## config.mk

```make
export PLATFORM = sky130hd
export DESIGN_NAME = keypad_encoder
export DESIGN_NICKNAME = d
export VERILOG_FILES = /design/src/rtl/keypad_encoder.sv
export SDC_FILE = /design/constraint.sdc
export NUM_CORES = 1
export LEC_CHECK = 0
export ABC_AREA = 1
export CAP_MARGIN = 25
export CORE_MARGIN = 8
export CORE_UTILIZATION = 23
export CTS_BUF_LIST = sky130_fd_sc_hd__clkbuf_2 sky130_fd_sc_hd__clkbuf_4 sky130_fd_sc_hd__clkbuf_8
export DETAILED_ROUTE_END_ITERATION = 16
export SYNTH_ARGS = -nofsm -noshare
export SYNTH_HDL_FRONTEND = slang
export SYNTH_SLANG_ARGS = --single-unit
```

## constraint.sdc

```tcl
create_clock -name clk -period 4.32 [get_ports clk]
set_input_delay 0.648 -clock clk [delete_from_list [all_inputs] [get_ports clk]]
set_output_delay 0.648 -clock clk [all_outputs]
set_load 0.005 [all_outputs]
```

## src/rtl/keypad_encoder.sv

```systemverilog
`default_nettype none
// ============================================================================
//  Module      : keypad_encoder
//  Description : Debounced keypad encoder. Each key is synchronised and
//                debounced; presses are queued as codes (key index + 1) in a
//                small FIFO, lowest index first when several are pending.
//                Also reports the code of the currently held keys and a
//                sticky flag for presses merged while still pending.
//  Revision    : 1.0 - initial release
// ============================================================================
module keypad_encoder #(
  parameter int NUM_KEYS        = 9,
  parameter int CODE_W          = 4,
  parameter int DEBOUNCE_CYCLES = 4,
  parameter int FIFO_DEPTH      = 4
) (
  input  logic                clk,
  input  logic                rst_n,
  input  logic [NUM_KEYS-1:0] keys,
  output logic [CODE_W-1:0]   ev_code,
  output logic                ev_valid,
  input  logic                ev_ready,
  output logic [CODE_W-1:0]   held_code,
  output logic                overflow
);

  localparam int CNT_W = $clog2(DEBOUNCE_CYCLES + 1);
  localparam int AW    = (FIFO_DEPTH > 1) ? $clog2(FIFO_DEPTH) : 1;
  localparam logic [CNT_W-1:0] DEB_LIMIT = CNT_W'(DEBOUNCE_CYCLES);
  localparam logic [AW:0]      FIFO_FULL = (AW + 1)'(FIFO_DEPTH);

  generate
    if ((1 << CODE_W) < NUM_KEYS + 1) begin : g_chk_code_w
      $error("keypad_encoder: CODE_W too small for NUM_KEYS");
    end
    if (DEBOUNCE_CYCLES < 1) begin : g_chk_debounce
      $error("keypad_encoder: DEBOUNCE_CYCLES must be >= 1");
    end
    if ((FIFO_DEPTH < 2) || ((FIFO_DEPTH & (FIFO_DEPTH - 1)) != 0)) begin : g_chk_depth
      $error("keypad_encoder: FIFO_DEPTH must be a power of two >= 2");
    end
  endgenerate

  logic [NUM_KEYS-1:0] s1_q, s1_d, s2_q, s2_d;
  logic [NUM_KEYS-1:0] deb_q, deb_d;
  logic [CNT_W-1:0]    cnt_q [NUM_KEYS];
  logic [CNT_W-1:0]    cnt_d [NUM_KEYS];
  logic [NUM_KEYS-1:0] pending_q, pending_d;
  // A key may only generate a press after it has been seen released since
  // reset, so keys held through a reset do not produce a stale event.
  logic [NUM_KEYS-1:0] armed_q, armed_d;
  // Counts the synchroniser refill after reset; s2 is trusted once bit 1 is set.
  logic [1:0]          warm_q, warm_d;
  logic [AW-1:0]       wr_ptr_q, wr_ptr_d, rd_ptr_q, rd_ptr_d;
  logic [AW:0]         count_q, count_d;
  logic [CODE_W-1:0]   mem_q [FIFO_DEPTH];
  logic [CODE_W-1:0]   mem_d [FIFO_DEPTH];
  logic [CODE_W-1:0]   held_code_q, held_code_d;
  logic                overflow_q, overflow_d;

  logic [NUM_KEYS-1:0] rise, press, clr;
  logic [CNT_W-1:0]    cnt_inc;
  logic [CODE_W-1:0]   push_code;
  logic                push, pop;

  assign ev_valid  = (count_q != '0);
  assign ev_code   = mem_q[rd_ptr_q];
  assign held_code = held_code_q;
  assign overflow  = overflow_q;

  // Next-state: synchroniser, debounce, press arbitration and FIFO control.
  always_comb begin
    s1_d        = keys;
    s2_d        = s1_q;
    deb_d       = deb_q;
    cnt_d       = cnt_q;
    rise        = '0;
    cnt_inc     = '0;
    warm_d      = warm_q;
    push_code   = '0;
    clr         = '0;
    held_code_d = '0;
    mem_d       = mem_q;

    for (int i = 0; i < NUM_KEYS; i++) begin
      cnt_inc = cnt_q[i] + CNT_W'(1);
      if (s2_q[i] == deb_q[i]) begin
        cnt_d[i] = '0;
      end else if (cnt_inc == DEB_LIMIT) begin
        deb_d[i] = ~deb_q[i];
        cnt_d[i] = '0;
        rise[i]  = ~deb_q[i];
      end else begin
        cnt_d[i] = cnt_inc;
      end
    end

    if (!warm_q[1]) begin
      warm_d = warm_q + 2'd1;
    end
    armed_d    = armed_q | (warm_q[1] ? ~s2_q : '0);
    press      = rise & armed_q;
    overflow_d = overflow_q | (|(press & pending_q));

    // Scan downwards so the lowest pending index wins.
    for (int i = NUM_KEYS - 1; i >= 0; i--) begin
      if (pending_q[i]) begin
        push_code = CODE_W'(i + 1);
        clr       = NUM_KEYS'(1) << i;
      end
      if (deb_q[i]) begin
        held_code_d = CODE_W'(i + 1);
      end
    end

    pop  = ev_valid & ev_ready;
    push = (|pending_q) & ((count_q != FIFO_FULL) | pop);

    pending_d = (pending_q | press) & ~(push ? clr : '0);
    if (push) begin
      mem_d[wr_ptr_q] = push_code;
    end
    wr_ptr_d = wr_ptr_q + AW'(push);
    rd_ptr_d = rd_ptr_q + AW'(pop);
    count_d  = count_q + (AW + 1)'(push) - (AW + 1)'(pop);
  end

  // State registers with synchronous active-low reset.
  always_ff @(posedge clk) begin
    if (!rst_n) begin
      s1_q        <= '0;
      s2_q        <= '0;
      deb_q       <= '0;
      pending_q   <= '0;
      armed_q     <= '0;
      warm_q      <= '0;
      wr_ptr_q    <= '0;
      rd_ptr_q    <= '0;
      count_q     <= '0;
      held_code_q <= '0;
      overflow_q  <= 1'b0;
      for (int i = 0; i < NUM_KEYS; i++) begin
        cnt_q[i] <= '0;
      end
    end else begin
      s1_q        <= s1_d;
      s2_q        <= s2_d;
      deb_q       <= deb_d;
      cnt_q       <= cnt_d;
      pending_q   <= pending_d;
      armed_q     <= armed_d;
      warm_q      <= warm_d;
      wr_ptr_q    <= wr_ptr_d;
      rd_ptr_q    <= rd_ptr_d;
      count_q     <= count_d;
      held_code_q <= held_code_d;
      overflow_q  <= overflow_d;
    end
  end

  // FIFO storage; contents are qualified by the pointers, so no reset.
  always_ff @(posedge clk) begin
    mem_q <= mem_d;
  end

endmodule
`default_nettype wire

```

=== After elaboration in Yosys (flattened, before gate mapping) ===
Cells that the tools add are included.

* Bits of input ports: 12
* Output and inout port bits: 10
* Word-level logic and storage cells: 183
* Register bits after elaboration: 102

* Multiplexer cells: 54
* Add/subtract/negate cells: 14
* Reduce and logical (&&, ||, !) cells: 25
* Equality and inequality tests: 19
* Bitwise gates (word level): 32
* Order comparisons: 3

{| class="wikitable"
|+ Operators with widths
! kind !! count
|-
| two-way mux 9 bit || 11
|-
| two-way mux 4 bit || 14
|-
| adder 3 x 1 -> 3 bit (second input constant) || 9
|-
| AND 9 bit || 3
|-
| == test 3 bit (second input constant) || 9
|-
| OR reduction 3 bit || 9
|-
| two-way mux 1 bit || 19
|-
| inverter 1 bit || 19
|-
| inverter 9 bit || 2
|-
| OR 9 bit || 2
|-
| AND reduction 2 bit || 9
|-
| OR reduction 9 bit || 2
|-
| bitwise mux 16 bit || 1
|-
| two-way mux 3 bit || 4
|-
| == test 1 bit || 9
|-
| binary-select mux 4 bit (select 2 bit) || 1
|-
| demux 4 bit (select 2 bit) || 1
|-
| OR reduction 8 bit || 1
|-
| >= comparator 3 bit (second input constant) || 2
|-
| two-way mux 2 bit || 3
|-
| inverter 2 -> 3 bit || 2
|-
| adder 2 x 1 -> 2 bit || 2
|-
| OR reduction 4 bit || 1
|-
| adder 3 x 1 -> 3 bit || 1
|-
| 9 further kinds || 11
|}

=== Depth between registers and ports, before layout ===
* Depth in word-level cells: 12
* Gate-level depth with buffers: 14
* Mapped depth without buffers: 13

=== Least setup slack after synthesis ===
OpenSTA, ideal clock, no wires.

* Path kind: input-to-reg
* Start: input ev_ready
* End: register count_q[2]
* Path buffers: 1
* Setup time: 0.070 ns
* Slack: 2.231 ns
* Data required time: 4.250 ns
* Stages on the path: 12
* Arrival time: 2.019 ns
* Cell sequence: inv_1 nand3_1 nand2_2 buf_6 ha_1 inv_1 ha_1 inv_1 fa_1 inv_1 o21ai_0 a21oi_1

* Cells in the longest elaborated chain, start to end: 5

{| class="wikitable"
|+ Ends and longest elaborated chain
! item !! line !! text
|-
| start, declared || 22 || <nowiki>input logic ev_ready,</nowiki>
|-
| AND 1 bit (*) || 116 || <nowiki>pop = ev_valid & ev_ready;</nowiki>
|-
| OR 1 bit || 117 || <nowiki>push = (|pending_q) & ((count_q != FIFO_FULL) | pop);</nowiki>
|-
| AND 1 bit || 117 ||
|-
| adder 3 x 1 -> 3 bit || 125 || <nowiki>count_d = count_q + (AW + 1)'(push) - (AW + 1)'(pop);</nowiki>
|-
| subtractor 3 x 1 -> 3 bit (*) || 125 ||
|-
| end signal, assigned || 155 || <nowiki>count_q <= count_d;</nowiki>
|-
| end, declared || 55 || <nowiki>logic [AW:0] count_q, count_d;</nowiki>
|}

Mark *: on every way between the ends. The rest lies on a longest branch, timed or not.
A chain may end at the register's enable or synchronous reset.

=== Worst setup path after layout ===
* Start: register rd_ptr_q[0]
* End: output ev_code[0]

* Cells in the longest elaborated chain, start to end: 4

{| class="wikitable"
|+ Ends and longest elaborated chain
! item !! line !! text
|-
| start, declared || 54 || <nowiki>logic [AW-1:0] wr_ptr_q, wr_ptr_d, rd_ptr_q, rd_ptr_d;</nowiki>
|-
| start signal, assigned || 154 || <nowiki>rd_ptr_q <= rd_ptr_d;</nowiki>
|-
| inverter 2 -> 3 bit (not written as such) || 67 || <nowiki>assign ev_code = mem_q[rd_ptr_q];</nowiki>
|-
| binary-select mux 4 bit (select 2 bit) || 67 ||
|-
| two-way mux 4 bit (not written as such) (2 in a row) || 67 ||
|-
| end, declared || 20 || <nowiki>output logic [CODE_W-1:0] ev_code,</nowiki>
|}

No other way between the ends. The select of a mux whose other input is x is not followed.

==> impl_results.md <==
- Outcome: finished clean
- Number of top-level pins: 22
- CP required: 3670 ps
- Postcts setup bufs: 0
- Clock slew at reported path FFs: 90 ps
- Initial antenna violation count: 0
- Max Root-Sink Buffers: 2
- Core region area: 17900 sq um
- Area Overhead vs Synth: 16.1%
- Max cap viols: 0
- Gp weighted congestion: 0.743
- FF-to-FF path depth: 11
- Syn. warnings: 0
- Mapped Area: 4190 sq um
- Die Width: 151 um
- Syn_area_per_cell: 8.15 sq um
- Dpl hpwl: 5510 um
- Fin. max-slew vios: 0
- Register area: 2200 sq um
- Grt ovf: 0
- Die area: 22800 sq um
- Placed Cells incl. Taps: 756
- Crit path arrival time: 1820 ps
- # fillers: 1953
- #FFs+latches synth: 102
- Syn_nets: 549
- PwrDens: 388 nW/um^2
- N_diodes: 0
- TritonRoute pass-1 iters: 5
- Starting Density: 0.234
- Total GRT Usage: 0.0714
- RSZ-0062 raised after global routing: no
- Worst-margin pin slew: 774 ps
- Drc violations: 0
- Num CTS Buffers: 9
- Clk Latency, worst-skew pair: 370 ps
- Post-route ant nets: 0
- Layout cell share with drive strength beyond 1: 0.0516
- Final min period: 2460 ps
- Area occupied by multi-input gates: 1560 sq um
- Htree depth: 3
- Synth Instances: 514
- Met1 Use GR: 0.0888
- Final Hold Fails: 0
- Grt met2 use: 0.114
- Vias in the first global route: 2929
- Static leakage: 2.17 nW
- Crit end category: primary output
- Worst hold path depth: 2
- Sequential area share after synthesis: 0.526
- Drt total wl: 7530 um
- Setup CP Type: flop to primary output
- Worst min path class: flop to flop
- Initial DRC Count: 153
- Crit path max fanout: 10
- CTS sink cnt: 102
- Via count: 3027
- Peak Freq: 0.406 GHz
- Clk_skew: 12.3 ps
- Drt wl/cell: 9.76 um
- Period Utilization, post-route: 0.570
- Crit start category: flop
- Hold_buf cts: 0
- CTS tree: built
- Peak per-stage delay on the critical path: 520 ps
- Worst setup margin: 1860 ps
- Post_cts resized: 0
- Root Driver: clkbuf_8
- Std cell rows: 49
- Final setup fails: 0
- Worst rel slew slack: 0.479
- Post-route insts no fill: 772
- Port Buf Inserts: 21
- Nets: 573
- Slowest CP cell: dfxtp_1
- Crit path cell chain: inv_1, o21ai_0, o22ai_1, clkdlybuf4s50_1
- Die Ht: 151 um
- Library cells used by synthesis: 29
- VDD IR-drop max: 0.000171 V
- Setup TNS: 0 ps
- Pre-CTS setup slack: 1660 ps
- Vias per inst: 3.92
- Largest net degree at the start of global routing: 43
- First-pass GRT wire length: 13200 um
- GR Util met3: 0.0239
- Busiest layer in global routing: met2
==> state kept, by name, indices dropped and copies added, names as in the netlist <==
register and flops:
cnt_q 27, mem_q 16, armed_q 9, deb_q 9, pending_q 9, s1_q 9
s2_q 9, held_code 4, count_q 3, rd_ptr_q 2, warm_q 2, wr_ptr_q 2
overflow 1
==> cell usage in the layout, fill, tap and decap left out <==
| cell type | count |
|---|---|
| inv_1 | 100 |
| nand2_1 | 88 |
| dfxtp_1 | 86 |
| nor2_1 | 65 |
| nand3_1 | 30 |
| a21oi_1 | 28 |
| o21ai_0 | 24 |
| ha_1 | 22 |
| clkdlybuf4s50_1 | 21 |
| edfxtp_1 | 16 |
| nor3_1 | 13 |
| clkbuf_8 | 11 |
| o22ai_1 | 4 |
| a31oi_1 | 4 |
| or2_2 | 3 |
| o21bai_1 | 3 |
| xnor2_1 | 3 |
| a211oi_1 | 3 |
| inv_2 | 2 |
| nand2_2 | 2 |
| nand4_1 | 2 |
| clkinv_2 | 2 |
| buf_4 | 2 |
| nor3_4 | 1 |
| nor3_2 | 1 |
| nor4_1 | 1 |
| nand3b_1 | 1 |
| a21oi_2 | 1 |
| fa_1 | 1 |
| inv_6 | 1 |
| clkinvlp_4 | 1 |
| bufinv_16 | 1 |
==> logic make-up (layout without fill, tap and decap cells) <==
group,after synthesis,after routing,share of synthesized area
simple gates,207,207,0.208
buf+inv,112,141,0.102
flops,102,102,0.526
compound gates,67,67,0.0869
fa+ha+maj,23,23,0.0705
xor+xnor,3,3,0.00627
==> cell type report <==
type                    count  share of cell area
clock inverters             5              0.0116
flip-flops and latches    102               0.453
repair buffers             23              0.0463
multi-input cells         300               0.321
well taps                 229              0.0589
clock buffers              11              0.0311
inverters                 102              0.0787
==> final timing paths <==
kind | slack [ps] | start | end
max | 1860 | rd_ptr_q[0] | ev_code[0]
min reg2reg | 410 | s1_q[3] | s2_q[3]
min | 410 | s1_q[3] | s2_q[3]
max reg2reg | 2090 | pending_q[1] | count_q[2]
==> power breakdown <==
part,internal (W),total (W),switching (W)
Clock,0.000300,0.000618,0.000318
Sequential,0.00100,0.00104,0.0000368
Combinational,0.000116,0.000233,0.000116
Total,0.00142,0.00189,0.000471
==> synthesized netlist by cell type <==
cell      count  area, sq um
inv_1       100          375
nand2_1      88          330
nand2_2       2         12.5
buf_1         1         3.75
a211oi_1      3         22.5
nand4_1       2         12.5
o21bai_1      3         22.5
edfxtp_1     16          480
nand3b_1      1         7.51
o21ai_0      24          120
fa_1          1         20.0
clkbuf_1      7         26.3
nor4_1        1         6.26
a21oi_2       1         8.76
a21oi_1      28          140
nor3_2        1         10.0
o22ai_1       4         25.0
dfxtp_1      86         1720
nand3_1      30          150
xnor2_1       3         26.3
inv_2         2         7.51
buf_2         1         5.00
nor3_4        1         16.3
buf_6         1         11.3
a31oi_1       4         25.0
nor2_1       65          244
nor3_1       13         65.1
or2_2         3         18.8
ha_1         22          275
==> per-layer routing <==
metal  routed length (um)  up-vias
li1                     -     1657
met1                 3910     1332
met2                 3310       29
met3                  252        9
met4                   62        0
met5                    0        -
==> worst max-delay path, delay by kind of cell (launching register included) <==
family | cells | cell delay [ps]
compound gates | 2 | 280
buf+inv | 2 | 650
flops | 1 | 520
==> through the flow <==
stage | hold slack, ps | total power (W) | util | instance area [sq um]
after floorplan | 390 | 0.00120 | - | 4190
after global placement | 394 | 0.00129 | 0.260 | 4660
after detailed placement | 395 | 0.00130 | 0.260 | 4660
after CTS | 413 | 0.00192 | 0.272 | 4860
after global routing | 436 | 0.00199 | 0.272 | 4860
final | 413 | 0.00189 | 0.272 | 4860
No activity file was read; power rests on OpenSTA's default activity.
